### config.mk
export PLATFORM = sky130hd
export DESIGN_NAME = rename_nway
export DESIGN_NICKNAME = d
export VERILOG_FILES = /design/src/rtl/rename_nway.sv
export SDC_FILE = /design/constraint.sdc
export NUM_CORES = 1
export LEC_CHECK = 0
export ABC_AREA = 1
export CORE_AREA = 2 2 299 301
export CTS_BUF_LIST = sky130_fd_sc_hd__clkbuf_2 sky130_fd_sc_hd__clkbuf_4 sky130_fd_sc_hd__clkbuf_8
export CTS_CLUSTER_DIAMETER = 30
export CTS_CLUSTER_SIZE = 12
export DETAILED_ROUTE_END_ITERATION = 8
export DIE_AREA = 0 0 301 303
export MAX_ROUTING_LAYER = met4
export SKIP_LAST_GASP = 1
export SLEW_MARGIN = 10
export SYNTH_ARGS = -nofsm -noshare
export SYNTH_HDL_FRONTEND = slang
export SYNTH_SLANG_ARGS = --single-unit
### constraint.sdc
create_clock -name clock -period 3.75 [get_ports clock]
set_input_delay 0.375 -clock clock [delete_from_list [all_inputs] [get_ports clock]]
set_output_delay 0.375 -clock clock [all_outputs]
set_load 0.05 [all_outputs]
### src/rtl/rename_nway.sv
// rename_nway: WIDTH-wide register-rename stage between decode and dispatch.
// Renames a whole group per cycle against the external RAT and free list,
// resolves intra-group RAW/WAW hazards, and holds the result in a registered
// output stage with valid/ready backpressure.
// Optional feature macro: RENAME_STALL_CNT_EN builds the free-list and
// backpressure stall counters; without it both counter outputs are tied to 0.
module rename_nway #(
  parameter int WIDTH     = 2,
  parameter int LREG_W    = 5,
  parameter int PREG_W    = 6,
  parameter int PAYLOAD_W = 128,
  parameter int FLCNT_W   = $clog2(WIDTH + 1)
) (
  input  logic                       clock,
  input  logic                       reset,
  input  logic                       flush_valid,
  input  logic [WIDTH-1:0]           in_valid,
  output logic                       in_ready,
  input  logic [WIDTH*LREG_W-1:0]    in_lrs1,
  input  logic [WIDTH*LREG_W-1:0]    in_lrs2,
  input  logic [WIDTH*LREG_W-1:0]    in_lrd,
  input  logic [WIDTH-1:0]           in_src1_is_reg,
  input  logic [WIDTH-1:0]           in_src2_is_reg,
  input  logic [WIDTH-1:0]           in_need_to_wb,
  input  logic [WIDTH*PAYLOAD_W-1:0] in_payload,
  input  logic [WIDTH*PREG_W-1:0]    rat_prs1,
  input  logic [WIDTH*PREG_W-1:0]    rat_prs2,
  input  logic [WIDTH*PREG_W-1:0]    rat_prd,
  output logic [WIDTH-1:0]           rat_wr_valid,
  output logic [WIDTH*LREG_W-1:0]    rat_wr_addr,
  output logic [WIDTH*PREG_W-1:0]    rat_wr_data,
  input  logic [FLCNT_W-1:0]         fl_avail,
  output logic [WIDTH-1:0]           fl_req,
  input  logic [WIDTH*PREG_W-1:0]    fl_resp,
  output logic [WIDTH-1:0]           out_valid,
  input  logic                       out_ready,
  output logic [WIDTH*LREG_W-1:0]    out_lrd,
  output logic [WIDTH*PREG_W-1:0]    out_prs1,
  output logic [WIDTH*PREG_W-1:0]    out_prs2,
  output logic [WIDTH*PREG_W-1:0]    out_prd,
  output logic [WIDTH*PREG_W-1:0]    out_old_prd,
  output logic [WIDTH-1:0]           out_need_to_wb,
  output logic [WIDTH*PAYLOAD_W-1:0] out_payload,
  output logic [31:0]                stall_fl_cnt,
  output logic [31:0]                stall_bp_cnt
);

  logic [WIDTH-1:0]           alloc;
  logic [FLCNT_W-1:0]         need;
  logic                       fire;
  logic [WIDTH*PREG_W-1:0]    prs1_c, prs2_c, prd_c, old_prd_c;
  logic [WIDTH-1:0]           rat_wr_c;

  logic [WIDTH-1:0]           out_valid_q, out_valid_d;
  logic [WIDTH*LREG_W-1:0]    out_lrd_q, out_lrd_d;
  logic [WIDTH*PREG_W-1:0]    out_prs1_q, out_prs1_d;
  logic [WIDTH*PREG_W-1:0]    out_prs2_q, out_prs2_d;
  logic [WIDTH*PREG_W-1:0]    out_prd_q, out_prd_d;
  logic [WIDTH*PREG_W-1:0]    out_old_prd_q, out_old_prd_d;
  logic [WIDTH-1:0]           out_need_to_wb_q, out_need_to_wb_d;
  logic [WIDTH*PAYLOAD_W-1:0] out_payload_q, out_payload_d;

  // Allocation demand and whole-group handshake: a group goes only if every allocating slot gets a preg
  always_comb begin
    alloc = '0;
    need  = '0;
    for (int i = 0; i < WIDTH; i++) begin
      alloc[i] = in_valid[i] & in_need_to_wb[i] & (in_lrd[i*LREG_W +: LREG_W] != '0);
      need     = need + FLCNT_W'(alloc[i]);
    end
    in_ready = ~flush_valid & (~out_valid_q[0] | out_ready) & (fl_avail >= need);
    fire     = (|in_valid) & in_ready;
  end

  // Rename: older in-group writers override the RAT; the youngest such writer wins; x0 sources read 0
  always_comb begin
    prs1_c    = rat_prs1;
    prs2_c    = rat_prs2;
    prd_c     = '0;
    old_prd_c = '0;
    rat_wr_c  = '0;
    for (int i = 0; i < WIDTH; i++) begin
      if (alloc[i]) begin
        prd_c[i*PREG_W +: PREG_W]     = fl_resp[i*PREG_W +: PREG_W];
        old_prd_c[i*PREG_W +: PREG_W] = rat_prd[i*PREG_W +: PREG_W];
      end
      for (int j = 0; j < WIDTH; j++) begin
        if (j < i && alloc[j]) begin
          if (in_lrd[j*LREG_W +: LREG_W] == in_lrs1[i*LREG_W +: LREG_W])
            prs1_c[i*PREG_W +: PREG_W] = fl_resp[j*PREG_W +: PREG_W];
          if (in_lrd[j*LREG_W +: LREG_W] == in_lrs2[i*LREG_W +: LREG_W])
            prs2_c[i*PREG_W +: PREG_W] = fl_resp[j*PREG_W +: PREG_W];
          if (alloc[i] && (in_lrd[j*LREG_W +: LREG_W] == in_lrd[i*LREG_W +: LREG_W]))
            old_prd_c[i*PREG_W +: PREG_W] = fl_resp[j*PREG_W +: PREG_W];
        end
      end
      if (in_src1_is_reg[i] && (in_lrs1[i*LREG_W +: LREG_W] == '0))
        prs1_c[i*PREG_W +: PREG_W] = '0;
      if (in_src2_is_reg[i] && (in_lrs2[i*LREG_W +: LREG_W] == '0))
        prs2_c[i*PREG_W +: PREG_W] = '0;
      rat_wr_c[i] = alloc[i] & fire;
      for (int k = 0; k < WIDTH; k++) begin
        if (k > i && alloc[k] && (in_lrd[k*LREG_W +: LREG_W] == in_lrd[i*LREG_W +: LREG_W]))
          rat_wr_c[i] = 1'b0;
      end
    end
  end

  assign fl_req       = alloc & {WIDTH{fire}};
  assign rat_wr_valid = rat_wr_c;
  assign rat_wr_addr  = in_lrd;
  assign rat_wr_data  = fl_resp;

  // Output stage next state: flush drops the group, fire loads a new one, a drained group clears, otherwise hold
  always_comb begin
    out_valid_d      = out_valid_q;
    out_lrd_d        = out_lrd_q;
    out_prs1_d       = out_prs1_q;
    out_prs2_d       = out_prs2_q;
    out_prd_d        = out_prd_q;
    out_old_prd_d    = out_old_prd_q;
    out_need_to_wb_d = out_need_to_wb_q;
    out_payload_d    = out_payload_q;
    if (flush_valid) begin
      out_valid_d = '0;
    end else if (fire) begin
      out_valid_d      = in_valid;
      out_lrd_d        = in_lrd;
      out_prs1_d       = prs1_c;
      out_prs2_d       = prs2_c;
      out_prd_d        = prd_c;
      out_old_prd_d    = old_prd_c;
      out_need_to_wb_d = in_need_to_wb;
      out_payload_d    = in_payload;
    end else if (out_valid_q[0] && out_ready) begin
      out_valid_d = '0;
    end
  end

  // Output stage registers
  always_ff @(posedge clock) begin
    if (reset) begin
      out_valid_q      <= '0;
      out_lrd_q        <= '0;
      out_prs1_q       <= '0;
      out_prs2_q       <= '0;
      out_prd_q        <= '0;
      out_old_prd_q    <= '0;
      out_need_to_wb_q <= '0;
      out_payload_q    <= '0;
    end else begin
      out_valid_q      <= out_valid_d;
      out_lrd_q        <= out_lrd_d;
      out_prs1_q       <= out_prs1_d;
      out_prs2_q       <= out_prs2_d;
      out_prd_q        <= out_prd_d;
      out_old_prd_q    <= out_old_prd_d;
      out_need_to_wb_q <= out_need_to_wb_d;
      out_payload_q    <= out_payload_d;
    end
  end

  assign out_valid      = out_valid_q;
  assign out_lrd        = out_lrd_q;
  assign out_prs1       = out_prs1_q;
  assign out_prs2       = out_prs2_q;
  assign out_prd        = out_prd_q;
  assign out_old_prd    = out_old_prd_q;
  assign out_need_to_wb = out_need_to_wb_q;
  assign out_payload    = out_payload_q;

`ifdef RENAME_STALL_CNT_EN
  logic [31:0] stall_fl_cnt_q, stall_fl_cnt_d;
  logic [31:0] stall_bp_cnt_q, stall_bp_cnt_d;
  logic        bp_stall, fl_stall;

  // Stall accounting: backpressure masks a simultaneous free-list shortage; flush clears both
  always_comb begin
    bp_stall       = out_valid_q[0] & ~out_ready;
    fl_stall       = ~bp_stall & (|in_valid) & (fl_avail < need);
    stall_fl_cnt_d = stall_fl_cnt_q;
    stall_bp_cnt_d = stall_bp_cnt_q;
    if (flush_valid) begin
      stall_fl_cnt_d = '0;
      stall_bp_cnt_d = '0;
    end else if (bp_stall) begin
      stall_bp_cnt_d = stall_bp_cnt_q + 32'd1;
    end else if (fl_stall) begin
      stall_fl_cnt_d = stall_fl_cnt_q + 32'd1;
    end
  end

  // Stall counter registers
  always_ff @(posedge clock) begin
    if (reset) begin
      stall_fl_cnt_q <= '0;
      stall_bp_cnt_q <= '0;
    end else begin
      stall_fl_cnt_q <= stall_fl_cnt_d;
      stall_bp_cnt_q <= stall_bp_cnt_d;
    end
  end

  assign stall_fl_cnt = stall_fl_cnt_q;
  assign stall_bp_cnt = stall_bp_cnt_q;
`else
  assign stall_fl_cnt = '0;
  assign stall_bp_cnt = '0;
`endif

endmodule

==> results.py, run 1 <==
metrics = {
    "global_route": {
        "grt_pass1_wl_um": 76180,
        "grt_pass1_vias": 12590,
        "antenna_found_initial": 16,
        "grt_overflow": 0,
        "track_usage_pct": 11.39,
        "grt_max_degree": 145,
    },
    "timing": {
        "rsz0062_at_grt": "no",
        "slew_headroom_pct": 45.20,
        "min_period_ps": 3331,
        "min_period_over_period_pct": 88.82,
        "finalSetupViolations": 0,
        "final_hold_viol_count": 0,
        "setup_tns_ps": 0,
        "fmax_ghz": 0.3002,
        "fin_skew_ps": 32.81,
        "tightest_slew_ps": 822.0,
        "drv_slew": 0,
    },
    "place": {
        "portBuffers": 692,
        "gp_congestion": 0.8280,
        "place_inst": 3391,
        "dp_hpwl_um": 40160,
    },
    "detailed_routing": {
        "drt_wl_total_um": 53950,
        "drcViolationCount": 0,
        "vias": 13090,
        "wl_per_cell_um": 15.13,
        "firstDrtPassIters": 5,
        "post_drt_via_cell_ratio": 3.671,
        "first_iter_violations": 599,
        "ant_nets": 0,
    },
    "clocking": {
        "cts_tree": "done",
        "insertion_delay_ps": 700,
        "cts-root-buf": "clkbuf_8",
        "htreeDepth": 3,
        "post_cts_buffers": 0,
        "numCtsBuffers": 89,
        "hold_buffers": 0,
        "ctsLongestPathBuffers": 3,
        "cts.sinks": 318,
        "path_clk_slew_ps": 50,
        "post_cts_resize_count": 0,
    },
    "run": {
        "drv_cap": 0,
    },
    "power": {
        "combPwrFrac_pct": 21.1,
        "pwr-share-clk_pct": 47.4,
        "switching_share_pct": 31.18,
        "powerDensity_nw_per_um2": 523.4,
        "leakagePower_nw": 8.320,
        "pwr-share-seq_pct": 31.5,
        "switchingPower_w": 0.003664,
        "internal_power_w": 0.008088,
        "ir_worst_vdd_mv": 0.3215,
    },
    "finish": {
        "final_nets": 2668,
        "nFillCells": 9597,
        "instances_no_fill": 3567,
        "syn_to_final_growth_pct": 82.28,
        "drive_gt1_share_pct": 9.171,
    },
    "floorplanning": {
        "start_util_pct": 14.00,
        "die_width_um": 301,
        "core_region_area_um2": 87970,
        "io-pin-count": 757,
        "rows": 109,
        "dieArea_um2": 91200,
        "die_y_um": 303,
    },
    "worst_setup_path": {
        "ff2ff_path_depth": 7,
        "r2r_slack_ps": 1930,
        "worstPathMaxFanout": 14,
        "r2r-start": "out_valid[0]",
        "critPathRequiredTime_ps": 3380,
        "rr_endpoint": "out_payload[125]",
        "critPathMaxStageDelay_ps": 450,
        "crit_arrival_ps": 2960,
        "critPathSlowestCell": "clkdlybuf4s50_1",
        "cp-end-kind": "primary output",
        "cp_cell_sequence": "clkdlybuf4s50_1 > inv_1 > nand4_1 > nand2_1 > clkinv_1 > ha_1 > ha_1 > nand2_1 > nand3_1 > nand3_4 > buf_4 > nor2_2 > buf_4 > buf_12",
        "start_kind": "input pin",
        "crit_type": "input pin to primary output",
    },
    "min_path": {
        "hold_path_startpoint": "reset",
        "hold-path-endpoint": "out_payload[249]",
        "min_path_type": "input pin to flip-flop",
        "holdPathStages": 2,
    },
    "yosys": {
        "synth_ff_type": "dfxtp_1",
        "synth_seq_cells": 318,
        "synth_edf_count": 0,
        "avgSynthCellArea_um2": 7.570,
        "postSynthCellCount": 1627,
        "seq_area_frac_synth_pct": 51.69,
        "synthDistinctLibCells": 26,
        "ys_async_sr_fraction_pct": 0,
        "synth_warnings": 0,
        "synth_area_um2": 12320,
    },
    "status": {
        "status": "complete, no violations",
    },
}
==> kinds of logic after synthesis <==
group | after synthesis | share of synthesized area [%]
other cells | 1 | 0.03045
simple gates | 737 | 23.53
buf+inv | 234 | 10.49
xor+xnor | 9 | 0.6400
fa+ha+maj | 3 | 0.3048
compound gates | 325 | 13.32
flops | 318 | 51.69
==> sequential cells by signal, summed over array words and instances, names as in the netlist <==
| name | count |
|---|---|
| out_lrd | 10 |
| out_need_to_wb | 2 |
| out_old_prd | 12 |
| out_payload | 256 |
| out_prd | 12 |
| out_prs1 | 12 |
| out_prs2 | 12 |
| out_valid | 2 |
==> power by group through the flow <==
stage	Sequential (W)	Combinational [W]	Clock, W
after floorplan	0.00447	0.000776	0
after global placement	0.00376	0.00250	0
after detailed placement	0.00376	0.00250	0
after CTS	0.00370	0.00251	0.00575
after global routing	0.00372	0.00262	0.00593
final	0.00370	0.00248	0.00557
==> synthesized netlist by cell type, types with 2 or more instances <==
cell / instances / area share (%)
nand2_1: 658 / 20
a21oi_1: 320 / 13
dfxtp_1: 318 / 52
buf_4: 90 / 5.5
buf_2: 58 / 2.4
nand3_1: 45 / 1.8
clkbuf_1: 44 / 1.3
inv_1: 35 / 1.1
nor2_1: 11 / 0.34
xnor2_1: 9 / 0.64
nand4_1: 7 / 0.36
nor4_1: 4 / 0.20
clkbuf_2: 3 / 0.12
ha_1: 3 / 0.30
inv_2: 3 / 0.091
nor2_2: 3 / 0.15
o21ai_0: 3 / 0.12
or2_2: 3 / 0.15
and2_1: 2 / 0.10
nand3b_1: 2 / 0.12
==> layout make-up <==
class	instances	area, um^2	share of cell area (%)
sequential	318	6366	28.35
tap	1165	1458	6.492
clock inverter	40	571.8	2.547
clock buffer	122	1585	7.061
antenna	14	35.03	0.1560
inverter	39	153.9	0.6855
timing repair buffer	731	7387	32.90
multi-input combinational	1138	4895	21.80
==> metrics by stage <==
| stage | power (W) | util (%) | hold slack [ps] | instance area [um^2] | setup slack, ps |
|---|---|---|---|---|---|
| floorplan | 0.005250 | - | 517.9 | 12550 | 128.3 |
| global placement | 0.006257 | 23.03 | 450.2 | 20260 | 427.0 |
| detailed placement | 0.006262 | 23.03 | 454.3 | 20260 | 378.4 |
| CTS | 0.01196 | 25.48 | 66.81 | 22420 | 396.7 |
| global route | 0.01227 | 25.52 | 98.21 | 22450 | 203.0 |
| finish | 0.01175 | 25.52 | 166.9 | 22450 | 419.4 |
==> cell usage in the layout, fill, tap and decap left out, types with 2 or more instances in the layout <==
cell type / n
a21oi_1: 320
and2_1: 2
buf_12: 14
buf_4: 30
bufinv_16: 12
clkbuf_4: 15
clkbuf_8: 107
clkdlybuf4s50_1: 686
clkinv_2: 16
clkinvlp_4: 5
conb_1: 64
dfxtp_1: 318
diode_2: 14
ha_1: 3
inv_1: 35
inv_12: 3
inv_2: 2
inv_8: 2
nand2_1: 658
nand3_1: 45
nand3b_1: 2
nand4_1: 7
nor2_1: 11
nor2_2: 3
nor4_1: 4
o21ai_0: 3
or2_2: 3
xnor2_1: 9
==> critical path: cells and delay by family <==
| kind | cells | cell delay [ps] |
|---|---|---|
| buf+inv | 6 | 1320 |
| fa+ha+maj | 2 | 570 |
| simple gates | 6 | 660 |
==> worst max path at each step <==
stage,slack (ps),to,cells after the start,start
6_report,420,fl_req[1],14,in_lrd[6]
5_1_grt,200,fl_req[1],14,in_lrd[8]
4_1_cts,400,fl_req[1],14,in_lrd[6]
3_5_place_dp,380,out_payload[150],15,in_lrd[6]
3_3_place_gp,430,fl_req[1],14,in_lrd[8]
2_1_floorplan,130,rat_wr_valid[0],13,in_lrd[2]
==> metal layers <==
layer	vias up	GRT usage [%]	part of all wire (%)
li1	6486	-	-
met1	5919	12.80	41
met2	588	18.04	47
met3	101	4.690	9.4
met4	0	4.276	2.8
met5	-	-	0
Note: power is estimated with default switching activity, not from simulation.
==> run 2: changes to the inputs <==
==> constraint.sdc (replaced) <==
create_clock -name clock -period 3.75 [get_ports clock]
set_input_delay 0.375 -clock clock [delete_from_list [all_inputs] [get_ports clock]]
set_output_delay 0.375 -clock clock [all_outputs]
set_load 0.01 [all_outputs]
==> results.py, run 2 (same netlist as run 1, synthesis figures left out) <==
metrics = {
    "status": {
        "status": "complete, no violations",
    },
    "timing": {
        "min_period_ps": 3413,
        "rsz0062_at_grt": "no",
        "finalSetupViolations": 0,
        "setup_tns_ps": 0,
        "tightest_slew_ps": 757.3,
        "fmax_ghz": 0.2930,
        "fin_skew_ps": 31.98,
        "min_period_over_period_pct": 91.00,
        "slew_headroom_pct": 49.51,
        "final_hold_viol_count": 0,
        "drv_slew": 0,
    },
    "worst_setup_path": {
        "crit_arrival_ps": 3040,
        "critPathMaxStageDelay_ps": 690,
        "critPathSlowestCell": "clkdlybuf4s50_1",
        "start_kind": "input pin",
        "worstPathMaxFanout": 3,
        "critPathLaunch": "in_lrd[6]",
        "cp_cell_sequence": "clkdlybuf4s50_1 > inv_1 > nand4_1 > nand2_1 > clkinv_1 > ha_1 > ha_1 > nand2_1 > nand3_1 > nand3_4 > nor2_2 > clkdlybuf4s50_1",
        "cp-end-kind": "primary output",
        "crit_type": "input pin to primary output",
        "critPathRequiredTime_ps": 3380,
        "r2r-start": "out_valid[0]",
    },
    "detailed_routing": {
        "first_iter_violations": 573,
        "drcViolationCount": 0,
        "post_drt_via_cell_ratio": 3.660,
        "firstDrtPassIters": 5,
        "wl_per_cell_um": 15.22,
        "vias": 13030,
        "drt_wl_total_um": 54190,
        "ant_nets": 0,
    },
    "global_route": {
        "grt_pass1_wl_um": 76360,
        "antenna_found_initial": 10,
        "track_usage_pct": 11.46,
        "grt_pass1_vias": 12660,
        "grt_overflow": 0,
        "grt_max_degree": 133,
    },
    "place": {
        "gp_congestion": 0.8046,
        "portBuffers": 692,
        "dp_hpwl_um": 40400,
    },
    "finish": {
        "syn_to_final_growth_pct": 81.14,
        "layout_common_cells": "clkdlybuf4s50_1, nand2_1, a21oi_1",
        "final_nets": 2668,
        "nFillCells": 9608,
        "post-route-util_pct": 25.36,
        "drive_gt1_share_pct": 8.843,
        "final_common_cell": "clkdlybuf4s50_1",
        "largest_reg_flops": 256,
    },
    "floorplanning": {
        "die_width_um": 301,
        "dieArea_um2": 91200,
        "start_util_pct": 14.00,
        "core_region_area_um2": 87970,
        "die_y_um": 303,
        "io-pin-count": 757,
        "rows": 109,
    },
    "min_path": {
        "hold_path_startpoint": "in_payload[88]",
        "min_path_type": "input pin to flip-flop",
    },
    "clocking": {
        "path_clk_slew_ps": 50,
        "insertion_delay_ps": 720,
        "cts-root-buf": "clkbuf_8",
        "htreeDepth": 3,
        "ctsLongestPathBuffers": 3,
        "cts.sinks": 318,
        "numCtsBuffers": 89,
        "cts_tree": "done",
    },
    "power": {
        "powerDensity_nw_per_um2": 474.2,
        "leakagePower_nw": 8.241,
        "ir_worst_vdd_mv": 0.3251,
    },
    "run": {
        "drv_cap": 0,
    },
}
-- run 2: cell count changes in the layout (fill, tap and decap cells not counted), moves of 3 or more --
cell             delta
clkbuf_8            -3
bufinv_16           -6
diode_2             -4
clkbuf_4            +4
clkinv_2            -4
clkdlybuf4s50_1     +5
buf_4               -5
clkinv_4            +5
-- run 2: path summary, 6_finish.rpt --
check / endpoint / slack [ps] / cells after the start
setup reg to reg: out_prs1[9] / 1730 / 7
hold reg to reg: out_payload[111] / 460 / 2
setup / recovery: fl_req[1] / 340 / 12
hold / removal: out_payload[88] / 200 / 3
-- run 2: area by class of cell --
cell class	instances	area, um^2	area share, %
inverters	39	153.9	0.6898
repair buffers	731	7390	33.12
flip-flops and latches	318	6366	28.53
clock inverters	37	449.2	2.013
well taps	1165	1458	6.534
multi-input cells	1138	4895	21.94
clock buffers	123	1574	7.055
diodes	10	25.02	0.1122
-- run 2: per-layer routing --
metal	up-vias	wire length (um)	global-route usage (%)
li1	6491	-	-
met1	5901	21980	12.62
met2	557	25480	18.16
met3	84	5410	4.905
met4	0	1319	4.655
met5	-	0	-
-- run 2: power breakdown --
part	internal (W)	switching (W)
combinational	0.000902	0.000814
clock	0.00318	0.00198
sequential	0.00360	0.000107
-- run 2: metrics by stage --
step / worst slack (ps) / instance area, um^2 / hold slack, ps / total power [W] / cells
after detailed placement: 248.6 / 20250 / 454.5 / 0.005497 / 3390
after floorplan: 968.9 / 12550 / 484.7 / 0.004471 / 1690
after global placement: 279.3 / 20250 / 451.0 / 0.005493 / 3390
after CTS: 357.4 / 22290 / 84.11 / 0.01078 / 3551
after global routing: 189.2 / 22310 / 124.8 / 0.01112 / 3561
final: 337.4 / 22310 / 197.7 / 0.01058 / 3561
-- run 2: timing repair --
action                    in CTS  in global routing
resized for setup              0                  0
hold buffers                   1                  0
buffers inserted               0                  0
hold endpoints to repair      31                  0
-- run 2: critical path: cells and delay by family --
kind                       cells  cell delay, ps
and+or+nand+nor                6             730
buffers and inverters          4            1340
adders and majority gates      2             570
